--- src/rtl/trace_step_sequencer.sv ---
// Deserialises a 32-bit trace word stream into 560-bit tiny86 steps and checks
// each step's register fields against the post-state tiny86 produced for the previous step.
module trace_step_sequencer #(
  parameter int          COUNT_W     = 32,
  parameter logic [31:0] EFLAGS_MASK = 32'h0000_08D5
) (
  input  logic               clk,
  input  logic               rst_n,
  input  logic               in_valid,
  output logic               in_ready,
  input  logic [31:0]        in_data,
  input  logic               in_last,
  output logic [559:0]       step,
  output logic               step_valid,
  input  logic [319:0]       post_state,
  output logic               done,
  output logic               ok,
  output logic               err_framing,
  output logic [9:0]         mismatch_mask,
  output logic [COUNT_W-1:0] step_count,
  output logic [COUNT_W-1:0] fail_step
);

  typedef enum logic [1:0] {LOAD, EVAL, PASS, FAIL} state_t;

  state_t             state_q, state_d;
  logic [4:0]         word_cnt_q, word_cnt_d;
  logic [559:0]       step_q, step_d;
  logic [319:0]       pred_q, pred_d;
  logic               have_prev_q, have_prev_d;
  logic               last_seen_q, last_seen_d;
  logic               err_framing_q, err_framing_d;
  logic [9:0]         mismatch_mask_q, mismatch_mask_d;
  logic [COUNT_W-1:0] step_count_q, step_count_d;
  logic [COUNT_W-1:0] fail_step_q, fail_step_d;

  logic [9:0] reg_mm;
  logic [9:0] word_lsb;

  // Word k lands at step[559-32k -: 32], i.e. its LSB sits at 528-32k.
  assign word_lsb = 10'd528 - {word_cnt_q, 5'b00000};

  // Register gi (0 = eax .. 9 = eflags) against the prediction; only eflags is masked.
  generate
    for (genvar gi = 0; gi < 10; gi++) begin : g_cmp
      localparam logic [31:0] CMP_MASK = (gi == 9) ? EFLAGS_MASK : 32'hFFFF_FFFF;
      assign reg_mm[9-gi] =
        ((step_q[463-32*gi -: 32] ^ pred_q[319-32*gi -: 32]) & CMP_MASK) != 32'h0;
    end
  endgenerate

  always_comb begin
    state_d         = state_q;
    word_cnt_d      = word_cnt_q;
    step_d          = step_q;
    pred_d          = pred_q;
    have_prev_d     = have_prev_q;
    last_seen_d     = last_seen_q;
    err_framing_d   = err_framing_q;
    mismatch_mask_d = mismatch_mask_q;
    step_count_d    = step_count_q;
    fail_step_d     = fail_step_q;
    case (state_q)
      LOAD: begin
        if (in_valid) begin
          if (in_last && (word_cnt_q != 5'd17)) begin
            state_d       = FAIL;
            err_framing_d = 1'b1;
          end else if (word_cnt_q == 5'd17) begin
            step_d[15:0] = in_data[31:16];
            last_seen_d  = in_last;
            state_d      = EVAL;
          end else begin
            step_d[word_lsb +: 32] = in_data;
            word_cnt_d             = word_cnt_q + 5'd1;
          end
        end
      end
      EVAL: begin
        pred_d      = post_state;
        have_prev_d = 1'b1;
        if (step_count_q != {COUNT_W{1'b1}})
          step_count_d = step_count_q + {{(COUNT_W-1){1'b0}}, 1'b1};
        if (have_prev_q && (|reg_mm)) begin
          state_d         = FAIL;
          mismatch_mask_d = reg_mm;
          fail_step_d     = step_count_q;
        end else if (last_seen_q) begin
          state_d = PASS;
        end else begin
          state_d    = LOAD;
          word_cnt_d = 5'd0;
        end
      end
      PASS:    state_d = PASS;
      FAIL:    state_d = FAIL;
      default: state_d = LOAD;
    endcase
  end

  always_ff @(posedge clk) begin
    if (!rst_n) begin
      state_q         <= LOAD;
      word_cnt_q      <= 5'd0;
      step_q          <= '0;
      pred_q          <= '0;
      have_prev_q     <= 1'b0;
      last_seen_q     <= 1'b0;
      err_framing_q   <= 1'b0;
      mismatch_mask_q <= 10'd0;
      step_count_q    <= '0;
      fail_step_q     <= '0;
    end else begin
      state_q         <= state_d;
      word_cnt_q      <= word_cnt_d;
      step_q          <= step_d;
      pred_q          <= pred_d;
      have_prev_q     <= have_prev_d;
      last_seen_q     <= last_seen_d;
      err_framing_q   <= err_framing_d;
      mismatch_mask_q <= mismatch_mask_d;
      step_count_q    <= step_count_d;
      fail_step_q     <= fail_step_d;
    end
  end

  assign in_ready      = (state_q == LOAD);
  assign step_valid    = (state_q == EVAL);
  assign done          = (state_q == PASS) || (state_q == FAIL);
  assign ok            = (state_q == PASS);
  assign step          = step_q;
  assign err_framing   = err_framing_q;
  assign mismatch_mask = mismatch_mask_q;
  assign step_count    = step_count_q;
  assign fail_step     = fail_step_q;

endmodule

--- config.mk ---
export PLATFORM = sky130hd
export DESIGN_NAME = trace_step_sequencer
export DESIGN_NICKNAME = d
export VERILOG_FILES = /design/src/rtl/trace_step_sequencer.sv
export SDC_FILE = /design/constraint.sdc
export NUM_CORES = 2
export LEC_CHECK = 0
export BUFFER_PORTS_ARGS = -buffer_cell sky130_fd_sc_hd__buf_2
export CAP_MARGIN = 40
export CORE_AREA = 3 3 387 389
export CTS_BUF_LIST = sky130_fd_sc_hd__clkbuf_8
export DETAILED_ROUTE_END_ITERATION = 8
export DIE_AREA = 0 0 390 392
export SKIP_LAST_GASP = 1
export SYNTH_ARGS = -nofsm -noshare
export SYNTH_HDL_FRONTEND = slang
export SYNTH_SLANG_ARGS = --single-unit
--- constraint.sdc ---
create_clock -name clk -period 4.97 [get_ports clk]
set_input_delay 0.497 -clock clk [delete_from_list [all_inputs] [get_ports clk]]
set_output_delay 0.497 -clock clk [all_outputs]
set_load 0.01 [all_outputs]
# ---- After elaboration in Yosys (flattened, before gate mapping)
# Cells that the tools add are included.
dict set report word_totals {
  register_bits 964
  input_bits 356
  output_inout_bits 639
  wordCells 79
}
dict set report classes {
  addsub 4
  eq_ne 12
  shift 2
  n_mux 14
  bitwise 12
  reduce_logical 24
}
# operator n
set op_table {}
lappend op_table {{bitwise mux 560 bit} 1}
lappend op_table {{variable shift 32 x 12 -> 560 bit (first input constant)} 1}
lappend op_table {{variable part select 32 x 12 -> 560 bit} 1}
lappend op_table {{nonzero test 32 bit} 10}
lappend op_table {{bitwise XOR 32 bit} 9}
lappend op_table {{adder 32 x 1 -> 32 bit (second input constant)} 1}
lappend op_table {{!= test 32 bit (second input constant)} 1}
lappend op_table {{two-way mux 5 bit} 5}
lappend op_table {{two-way mux 16 bit} 1}
lappend op_table {{negation 10 -> 12 bit} 1}
lappend op_table {{bitwise XOR 12 bit} 1}
lappend op_table {{two-way mux 2 bit} 5}
lappend op_table {{!= test 2 bit (second input constant)} 5}
lappend op_table {{one-hot mux 5 bit (2 select lines)} 1}
lappend op_table {{OR reduction 10 bit} 1}
lappend op_table {{subtractor 10 bit (first input constant)} 1}
lappend op_table {{one-hot mux 2 bit (4 select lines)} 1}
lappend op_table {{AND reduction 4 bit} 2}
lappend op_table {{AND reduction 2 bit} 3}
lappend op_table {{AND reduction 3 bit} 2}
lappend op_table {{AND reduction 6 bit} 1}
lappend op_table {{adder 5 x 1 -> 5 bit (second input constant)} 1}
lappend op_table {{== test 5 bit (second input constant)} 1}
lappend op_table {{!= test 5 bit (second input constant)} 1}
lappend op_table {{other kinds (8)} 11}

# ---- Logic depth before layout (Yosys ltp)
dict set report depth {
  depth_word 6
  mapped_depth 12
  ltp_nobuf 9
}

# ---- Worst setup path after synthesis
# Ideal clock, no wire load.
dict set report synth_path {
  path_kind {register to register}
  startpoint {reg word_cnt_q[0]}
  endpoint {reg step_q[320] (netlist: step[320])}
  setup_ps 70
  arrival_ps 2413
  required_ps 4900
  path_slack_ps 2486
  path_stages_with_launch 12
  path_buffers 3
  period_less_slack_ps 2484
  cell_sequence {dfxtp_1 -> clkbuf_1 -> inv_1 -> ha_1 -> mux2_2 -> mux2i_2 -> and2b_4 -> and3_1 -> clkbuf_1 -> buf_2 -> nand3_1 -> a21oi_1}
}
dict set report synth_via {
  elab_chain_len 4
  word_cells_on_any_way 11
  cone_classes {add/sub (2); eq/ne (2); shift (2); mux (1); bitwise (2); reduce/logical (2)}
}
# item line
set synth_rtl {}
lappend synth_rtl {{from (decl)} 27} ;# logic [4:0] word_cnt_q, word_cnt_d;
lappend synth_rtl {{from (signal assigned)} 115} ;# word_cnt_q <= word_cnt_d;
lappend synth_rtl {{subtractor 10 bit / != test 5 bit (equally long branches)} {41, 66}}
lappend synth_rtl {{negation 10 -> 12 bit / logical AND 1 bit (equally long branches)} {74, 66}}
lappend synth_rtl {{variable part select 32 x 12 -> 560 bit, or another cell as far along} 74} ;# step_d[word_lsb +: 32] = in_data;
lappend synth_rtl {{bitwise mux 560 bit / AND reduction 4 bit (equally long branches)} --}
lappend synth_rtl {{to (signal assigned)} 116} ;# step_q <= step_d;
lappend synth_rtl {{to (decl)} 28} ;# logic [559:0] step_q, step_d;
# Several ways; a longest one is shown, not always the timed one.
# A chain may end at the register's enable or synchronous reset.

# ---- Worst setup path after layout
dict set report layout_path {
  startpoint {reg step_q[341] (netlist: step[341])}
  endpoint {reg mismatch_mask_q[0] (netlist: mismatch_mask[0])}
}
dict set report layout_via {
  elab_chain_len 5
}
# item line
set layout_rtl {}
lappend layout_rtl {{bitwise XOR 32 bit} 48} ;# ((step_q[463-32*gi -: 32] ^ pred_q[319-32*gi -: 32]) & CMP_MASK) != 32'h0;
lappend layout_rtl {{nonzero test 32 bit} 48}
lappend layout_rtl {{OR reduction 10 bit} 84} ;# if (have_prev_q && (|reg_mm)) begin
lappend layout_rtl {{logical AND 1 bit} 84}
lappend layout_rtl {{AND reduction 2 bit (no source line)} --}
lappend layout_rtl {{to (signal assigned)} 121} ;# mismatch_mask_q <= mismatch_mask_d;
lappend layout_rtl {{to (decl)} 33} ;# logic [9:0] mismatch_mask_q, mismatch_mask_d;
# No other way between the ends.

==> results.ini <==
[status]
status = finished, final reports clean

[grt]
first_global_vias = 35800
grt_max_degree = 160
antenna_found_initial = 28
gr-total-overflow = 0
gr-usage-all-layers_pct = 23.6
grt_first_pass_wirelength_um = 261000

[logic_synthesis]
syn_inst = 4696
ys_seq_elements = 938
synth_common_cells = 1056 x nand2_1, 938 x dfxtp_1, 803 x a21oi_1
yosysSeqAreaShare_pct = 50.4
syn_area_mm2 = 0.0373
yosysMostFrequentCell = nand2_1
synth_area_leaders = dfxtp_1 50%, a21oi_1 11%, nand2_1 11%
avgSynthCellArea_um2 = 7.94
ys_dominant_reg_cell = dfxtp_1
synthDominantCellAreaShare_pct = 50.4
syn_nets = 5060
ys_types = 52
synth.largest_area_cell = dfxtp_1
synth_warnings = 0
synthArstFlopShare_pct = 0
synth_edf_count = 0

[detailed_routing]
ant_nets = 0
drcViolationCount = 0
vias = 38700
drtIter0Drc = 3607
viasPerCell = 4.86
wl_per_cell_um = 24.0
wl_um = 191000
drt_pass1_iterations = 7

[critical_path]
worstPathMaxFanout = 17
path_depth = 9
worst-endpoint-required_ns = 5.71
r2r_cells = 9
crit_buf_inv = 2
crit_type = reg -> reg
path_cells = xnor2_1 -> nand4_1 -> nor4_2 -> buf_4 -> nand3_1 -> nor4_2 -> a31oi_4 -> buf_4 -> o211a_1
crit_path_end_kind = register
crit_arrival_ns = 4.47
crit_path_start_kind = register
slowest_delay_ns = 0.61
path_delay_family = simple AND/OR/NAND/NOR gates
slowest_stage = nor4_2

[power_and_ir_drop]
p_leak_nw = 20.7
comb_power_share_pct = 10.3
seqPwrFrac_pct = 46.6
p_sw_mw = 4.61
clockPowerShare_pct = 43.1
p_per_area_mw_per_mm2 = 327
p_int_mw = 11.9
swShare_pct = 27.9
vdd_drop_max_mv = 0.224
p_total_mw = 16.6

[floorplanning]
fp.dieH_um = 392
die_x_um = 390
start_util_pct = 25.3
dieArea_mm2 = 0.153
core_mm2 = 0.147
ios = 995
row_count = 141

[placed_design]
place_ws_ns = 1.12
portBuffers = 968
place.gp.congestion = 0.919
dp_hpwl_um = 137000

[cts]
cts.repair.resized = 0
cts_setup_buffers = 0
clock_latency_ns = 0.89
cts-root-buf = clkbuf_8
clk_path_buf_depth = 3
tritoncts = built
clk_pin_slew_ns = 0.06
htree_num_levels = 4
cts.sinks = 938
cts_buffers = 167

[timing]
worstMarginPinSlew_ns = 1.19
fin_skew_ns = 0.0478
max_freq_ghz = 0.268
setup_ws_ns = 1.24
rsz0062_at_grt = false
fin_tns_setup_ns = 0
fin_crit_sh_pct = 75.0
final-max-slew-violation-count = 0
setup_violations = 0
max_slew_margin_pct = 20.6
hold_viol = 0
min_period_ns = 3.73

[finish]
drive_above_1_share_pct = 22.7
areaGrowthSynthToFinish_pct = 35.7
layout.nets = 6241

[hold_path]
holdCritPathClass = in -> reg
whs_path_depth = 3

[run]
max_cap_viol_count = 0

-- metrics by stage --
stage	area, um^2	instances	util, %	hold WS [ns]
final	50600	7954	34.4	0.0972
after global routing	50500	7929	34.3	0.0353
after CTS	50500	7925	34.3	0.0102
after detailed placement	44300	7340	30.1	0.445
after global placement	44000	7326	29.9	0.439
after floorplan	37300	4696	-	0.437
-- logic make-up (layout without fill, tap and decap cells) --
family / Yosys count / count (layout) / share of synthesized area (%)
xor+xnor: 315 / 315 / 7.40
mux: 110 / 110 / 2.97
compound gates: 837 / 837 / 11.4
other cells: 0 / 29 / 0
buf+inv: 370 / 1669 / 4.04
flops: 938 / 938 / 50.4
fa+ha+maj: 8 / 8 / 0.269
simple gates: 2118 / 2118 / 23.5
-- power groups by stage --
stage,Sequential (mW),Clock (mW),Combinational (mW)
finish,7.71,7.14,1.71
global route,7.72,7.59,1.81
CTS,7.71,7.28,1.72
detailed placement,7.87,0,1.53
global placement,7.87,0,1.49
floorplan,7.86,0,0.672
-- cell type report --
type                            count  area [um^2]
Antenna cell                       29         72.6
Clock buffer                      198         2730
Clock inverter                     89          512
Fill cell                       15500        96500
Inverter                           11         56.3
Multi-Input combinational cell   3388        17100
Sequential cell                   938        18800
Tap cell                         1930         2410
Timing Repair Buffer             1371         8880
-- cells in the final DEF, fill, tap and decap left out, types with 67 or more instances in the layout --
cell type / instances
a21oi_1: 803
mux2i_1: 108
nand2_1: 1056
nand3_1: 187
buf_4: 86
nor2_1: 650
dlygate4sd3_1: 298
clkbuf_8: 198
xor2_1: 67
dfxtp_1: 938
xnor2_1: 246
nand4_1: 75
buf_2: 968
-- routing by layer --
layer  vias up  track usage (%)  wire (um)  share of wire [%]
li1      17800                -          -                  -
met1     18400             29.3      76100                 40
met2      1983             37.1      85800                 45
met3       438             7.21      19000                 10
met4         2             11.9       9820                5.2
met5         -                0         11             0.0058
-- flip-flops by register name, indices dropped and copies added, names as in the netlist --
register and count:
step 560, pred_q 294, fail_step 32, step_count 32, mismatch_mask 10, word_cnt_q 5
state_q 2, err_framing 1, have_prev_q 1, last_seen_q 1
-- worst paths after layout --
check | endpoint | slack [ns] | startpoint
setup / recovery | mismatch_mask[0]$_SDFFE_PN0P_ | 1.24 | step[341]$_SDFFE_PN0P_
setup reg to reg | mismatch_mask[0]$_SDFFE_PN0P_ | 1.24 | step[341]$_SDFFE_PN0P_
hold / removal | step[332]$_SDFFE_PN0P_ | 0.1 | in_data[28]
hold reg to reg | step[5]$_SDFFE_PN0P_ | 0.45 | step[5]$_SDFFE_PN0P_
-- timing repair --
action                                  in CTS  in global routing
hold endpoints to repair                   306                  0
hold buffers                               298                  0
endpoints found under the setup margin       0                  0
-- worst min-delay path: stages --
cell and delay (ns):
buf_2 0.25, nand3_1 0.13, a21oi_1 0.06
(Power assumes the default switching activity.)
